==> config.mk <==
export PLATFORM = sky130hd
export DESIGN_NAME = rv_multicycle_ctrl
export DESIGN_NICKNAME = d
export VERILOG_FILES = /design/src/rtl/rv_multicycle_ctrl.sv
export SDC_FILE = /design/constraint.sdc
export NUM_CORES = 1
export LEC_CHECK = 0
export BUFFER_PORTS_ARGS = -buffer_cell sky130_fd_sc_hd__buf_2
export CAP_MARGIN = 20
export CORE_ASPECT_RATIO = 1.75
export CORE_MARGIN = 3
export CORE_UTILIZATION = 53
export DETAILED_ROUTE_END_ITERATION = 6
export PLACE_DENSITY = 0.85
export SYNTH_ARGS = -nofsm -noshare
export SYNTH_HDL_FRONTEND = slang
export SYNTH_SLANG_ARGS = --single-unit
==> constraint.sdc <==
create_clock -name clk_in -period 4.7 [get_ports clk_in]
set_input_delay 0.235 -clock clk_in [delete_from_list [all_inputs] [get_ports clk_in]]
set_output_delay 0.235 -clock clk_in [all_outputs]
set_load 0.01 [all_outputs]
==> src/rtl/rv_multicycle_ctrl.sv <==
`default_nettype none
`timescale 1ns/1ps
// ============================================================================
// Module      : rv_multicycle_ctrl (with riscv_types opcode package)
// Description : Main control FSM for the multi-cycle RV32I core. Sequences
//               the shared datapath through fetch, decode, execute, memory
//               and writeback, drives the memory request/ready handshake and
//               counts retired instructions.
// Revision    : 1.0 - initial release
// ============================================================================

package riscv_types;
    localparam logic [6:0] op_reg   = 7'b0110011;
    localparam logic [6:0] op_imm   = 7'b0010011;
    localparam logic [6:0] op_load  = 7'b0000011;
    localparam logic [6:0] op_store = 7'b0100011;
    localparam logic [6:0] op_br    = 7'b1100011;
    localparam logic [6:0] op_jump  = 7'b1101111;
endpackage

module rv_multicycle_ctrl #(
    parameter int WIDTH     = 32,
    parameter int CNT_WIDTH = 32
) (
    input  logic                 clk_in,
    input  logic                 rst_in,
    input  logic [WIDTH-1:0]     instr_in,
    input  logic                 mem_ready_in,
    input  logic                 branch_taken_in,
    output logic                 mem_req_out,
    output logic                 mem_we_out,
    output logic                 mem_addr_sel_out,
    output logic                 ir_we_out,
    output logic                 ldr_we_out,
    output logic                 pc_we_out,
    output logic                 alu_src_b_out,
    output logic                 rf_we_out,
    output logic [1:0]           wb_sel_out,
    output logic                 illegal_out,
    output logic [2:0]           state_out,
    output logic [CNT_WIDTH-1:0] retired_out
);

    import riscv_types::*;

    localparam logic [2:0] c_fetch  = 3'd0;
    localparam logic [2:0] c_decode = 3'd1;
    localparam logic [2:0] c_exec   = 3'd2;
    localparam logic [2:0] c_mem    = 3'd3;
    localparam logic [2:0] c_wb     = 3'd4;
    localparam logic [2:0] c_trap   = 3'd5;

    localparam logic [1:0] c_wb_alu  = 2'd0;
    localparam logic [1:0] c_wb_load = 2'd1;
    localparam logic [1:0] c_wb_pc   = 2'd2;

    logic [2:0]           r_state;
    logic [2:0]           w_next;
    logic                 w_retire;
    logic [CNT_WIDTH-1:0] r_retired;
    logic                 r_illegal;

    // Only the major opcode steers the sequencer; the remaining instruction
    // fields belong to the datapath.
    logic [6:0] w_opcode;
    logic       w_unused_instr;
    assign w_opcode       = instr_in[6:0];
    assign w_unused_instr = ^instr_in[WIDTH-1:7];

    logic w_is_reg, w_is_imm, w_is_load, w_is_store, w_is_br, w_is_jump;
    logic w_legal;
    assign w_is_reg   = (w_opcode == op_reg);
    assign w_is_imm   = (w_opcode == op_imm);
    assign w_is_load  = (w_opcode == op_load);
    assign w_is_store = (w_opcode == op_store);
    assign w_is_br    = (w_opcode == op_br);
    assign w_is_jump  = (w_opcode == op_jump);
    assign w_legal    = w_is_reg | w_is_imm | w_is_load | w_is_store |
                        w_is_br  | w_is_jump;

    // Next-state selection and detection of instruction completion.
    always_comb begin
        w_next   = r_state;
        w_retire = 1'b0;
        case (r_state)
            c_fetch: begin
                if (mem_ready_in) w_next = c_decode;
            end
            c_decode: begin
                w_next = w_legal ? c_exec : c_trap;
            end
            c_exec: begin
                if (w_is_br || w_is_jump) begin
                    w_next   = c_fetch;
                    w_retire = 1'b1;
                end else if (w_is_reg || w_is_imm) begin
                    w_next = c_wb;
                end else if (w_is_load || w_is_store) begin
                    w_next = c_mem;
                end else begin
                    // The IR changed under us; nothing sensible to execute.
                    w_next = c_trap;
                end
            end
            c_mem: begin
                if (mem_ready_in) begin
                    if (w_is_store) begin
                        w_next   = c_fetch;
                        w_retire = 1'b1;
                    end else begin
                        w_next = c_wb;
                    end
                end
            end
            c_wb: begin
                w_next   = c_fetch;
                w_retire = 1'b1;
            end
            c_trap: begin
                w_next = c_trap;
            end
            default: begin
                // Unused encodings are treated as a fault, same as TRAP.
                w_next = c_trap;
            end
        endcase
    end

    // State, sticky illegal flag and wrapping retire counter.
    always_ff @(posedge clk_in) begin
        if (rst_in) begin
            r_state   <= c_fetch;
            r_retired <= '0;
            r_illegal <= 1'b0;
        end else begin
            r_state <= w_next;
            if (w_retire) r_retired <= r_retired + 1'b1;
            if (w_next == c_trap) r_illegal <= 1'b1;
        end
    end

    // Datapath strobes decoded from the state and the memory ready; all
    // forced low while reset is held so an in-flight request is dropped.
    always_comb begin
        mem_req_out      = 1'b0;
        mem_we_out       = 1'b0;
        mem_addr_sel_out = 1'b0;
        ir_we_out        = 1'b0;
        ldr_we_out       = 1'b0;
        pc_we_out        = 1'b0;
        alu_src_b_out    = 1'b0;
        rf_we_out        = 1'b0;
        wb_sel_out       = c_wb_alu;
        if (!rst_in) begin
            case (r_state)
                c_fetch: begin
                    mem_req_out = 1'b1;
                    ir_we_out   = mem_ready_in;
                end
                c_exec: begin
                    alu_src_b_out = w_is_imm | w_is_load | w_is_store;
                    if (w_is_br) begin
                        pc_we_out = branch_taken_in;
                    end else if (w_is_jump) begin
                        pc_we_out  = 1'b1;
                        rf_we_out  = 1'b1;
                        wb_sel_out = c_wb_pc;
                    end
                end
                c_mem: begin
                    mem_req_out      = 1'b1;
                    mem_addr_sel_out = 1'b1;
                    mem_we_out       = w_is_store;
                    ldr_we_out       = mem_ready_in & ~w_is_store;
                end
                c_wb: begin
                    rf_we_out  = 1'b1;
                    wb_sel_out = w_is_load ? c_wb_load : c_wb_alu;
                end
                default: begin
                end
            endcase
        end
    end

    assign illegal_out = r_illegal & ~rst_in;
    assign state_out   = rst_in ? 3'd0 : r_state;
    assign retired_out = rst_in ? '0 : r_retired;

endmodule

`default_nettype wire

==> results by group <==
Min path
  – Hold Startpoint: mem_ready_in
  – Class of the worst hold path: primary input to register
  – WHS Path Cells: 4
  – Hold Path Sink: r_state[1]

STA
  – F_max: 0.374 GHz
  – Setup Skew: 0.00884 ns
  – Max Transition Viols Final: 0
  – Final Setup Violations: 0
  – Setup slack after layout: 2.02 ns
  – Min cycle time layout: 2.68 ns
  – Crit share post-route: 56.9%
  – Final TNS setup: 0 ns
  – Worst Max-Slew Pin Slew: 0.741 ns
  – Max-Slew Margin vs Limit: 50.6%
  – RSZ-0062 raised after global routing: false
  – Final hold vios: 0

Floorplan
  – Die Area: 5010 sq um
  – Initial Util: 56.1%
  – Die W: 54.8 microns
  – Rows: 30
  – Core ar.: 3940 sq um
  – Die height: 91.4 microns
  – Num ports: 82

Final layout
  – Most frequent cells in the layout: buf_2, dfxtp_1, nor2b_1, nor2_1, nand2_1
  – Layout Cells excl Fill: 382
  – Synth-to-Final Area Change: 16.9%
  – Fin nets: 370
  – Share of layout cells above drive strength 1: 23.7%
  – Diode count: 0
  – Commonest non-fill, non-tap cell in the layout: buf_2

Worst setup path
  – Crit path DAT: 2.90 ns
  – Worst Setup Start Kind: register
  – Reg2reg path depth: 5
  – WP data required: 4.93 ns
  – CP max FO: 17
  – Critical R2R Launch: r_state[1]
  – Reg2reg end: r_retired[29]
  – Kind of critical path: register to register
  – CP endpoint kind: register
  – Flop2flop setup slack: 2.02 ns

Placed design
  – HPWL Detailed: 3.76 mm
  – Gpl congestion: 0.828
  – Post-placement cell count: 374
  – Port bufs: 56
  – Pre-CTS setup slack: 2.05 ns

Logic synthesis
  – Ys Warns: 0
  – Primary FF master, synth: dfxtp_1
  – Synth Area in Compound Gates: 17.7%
  – Syn_nets: 322
  – Netlist cell types: 46
  – Sequential area share after synthesis: 32.6%
  – Post-synthesis simple-gate area fraction: 36.1%
  – Xor/xnor cell area share of the yosys netlist: 5.55%
  – Cells after synthesis: 285
  – EDFF count, synth: 0
  – Synthesized area per cell: 7.75 sq um
  – Post-synthesis mux area share: 3.06%
  – Synth Register Bits: 36
  – Mapped cell area: 2210 sq um
  – Largest family of logic cells by synthesized area: simple AND/OR/NAND/NOR gates
  – Synth Area in Adders: 0.566%
  – Asr flop ratio synth: 0%

Clock network
  – Postcts setup bufs: 0
  – Clk sink count: 36
  – CTS Buf Count: 5
  – CTS root buf: clkbuf_8
  – CTS clock-pin slew for the worst setup and hold paths: 0.07 ns
  – Post-cts sizing count: 0
  – CTS HTree Levels: 2
  – Hold_buf cts: 0
  – CTS tree: built
  – Worst-skew pair later-pin latency: 0.29 ns
  – Maximum root-to-sink buffer count: 2

Route
  – Avg WL per Cell: 13.5 microns
  – Vias per cell: 5.75
  – Via Count: 2197
  – WL final: 5.14 mm
  – DR iter-0 viols: 43
  – Residual DRC count: 0
  – Post-DRT Antenna Nets: 0
  – DRT Pass-1 Iters: 4

Global route
  – Pin count of the biggest net entering global routing: 47
  – Global-route wire length before repair: 8.78 mm
  – Gr usage total: 22.8%
  – Vias in the first global route: 2101
  – Initial antenna violation count: 0
  – GR Overflow Total: 0

Pwr
  – Static leakage: 0.000967 uW
  – Total power: 594 uW
  – PD cells: 230 nW/um^2
  – Maximum VDD drop: 0.275 mV

Run
  – Max cap viols: 0

Run status
  – Status: complete, no violations
==> cell type report <==
cell class,instances,area [sq um]
clock buffer,6,82.6
clock inverter,2,10.0
fill,381,1360
inverter,8,30.0
multi-input combinational,225,1390
sequential,36,721
tap,48,60.1
timing repair buffer,57,288
==> cell usage after synthesis (2+ instances only) <==
cell type  instances  area (sq um)
or3_1             11          68.8
nor2_1            31           116
nand3_1           13          65.1
nand4b_1           2          17.5
nand2_1           21          78.8
o2111ai_1          2          17.5
and2_1             2          12.5
mux2_2             6          67.6
nand2b_1           2          12.5
inv_1              8          30.0
o21ai_0           12          60.1
a2111oi_0          4          35.0
nor3b_1            2          15.0
dfxtp_1           36           721
nor3_1             7          35.0
buf_1              2          7.51
a21oi_1           16          80.1
nor4_1             2          12.5
or2_2              3          18.8
nand4_1            8          50.1
xor2_1             2          17.5
clkbuf_1          13          48.8
nor2b_1           31           194
o211ai_1           3          22.5
a211oi_1          10          75.1
and4_1             5          43.8
xnor2_1           12           105
==> metrics by stage <==
step / hold slack, ns / area (sq um) / utilization (%)
3_3_place_gp: 0.485 / 2490 / 63.2
6_report: 0.459 / 2580 / 65.5
2_1_floorplan: 0.466 / 2210 / -
3_5_place_dp: 0.500 / 2490 / 63.2
4_1_cts: 0.453 / 2580 / 65.5
5_1_grt: 0.504 / 2580 / 65.5
==> worst max-delay path by stage <==
stage	start	to	slack, ns	depth (start not counted)
after global placement	r_state[1]	r_retired[29]	2.08	5
after detailed placement	r_state[1]	r_retired[29]	2.05	5
after floorplan	instr_in[2]	r_retired[19]	2.50	6
after global routing	r_state[1]	r_retired[19]	1.86	5
final	r_state[1]	r_retired[29]	2.02	5
after CTS	r_state[1]	r_retired[29]	2.03	5
==> power breakdown <==
part / total [uW] / switching [uW] / internal (uW) / leakage (uW)
registers: 315 / 5.79 / 309 / 0.000291
logic: 53.7 / 33.3 / 20.4 / 0.000626
clock network: 226 / 109 / 117 / 0.0000510
total: 594 / 148 / 446 / 0.000967
==> worst max-delay path, cell delays in order (launching register included) <==
cell	delay, ns
dfxtp_1	0.52
or3b_1	0.43
o41a_1	0.57
a2111o_1	0.61
or3_1	0.35
a21oi_1	0.13
==> layer usage <==
layer | vias up | GRT usage (%) | routed length, microns
met5 | - | 0 | 0
met4 | 0 | 9.98 | 121
met3 | 13 | 4.76 | 261
met2 | 53 | 39.5 | 2730
met1 | 1015 | 24.8 | 2030
li1 | 1116 | - | -
==> sequential cells by signal (all words and copies together) (netlist names) <==
register / flops
r_state: 3
r_illegal: 1
r_retired: 32
==> cell families after synthesis <==
group	count (synthesis)
compound gates	58
xor+xnor	14
fa+ha+maj	1
buf+inv	24
flops	36
mux	6
simple gates	146
Note: power is estimated with default switching activity, not from simulation.
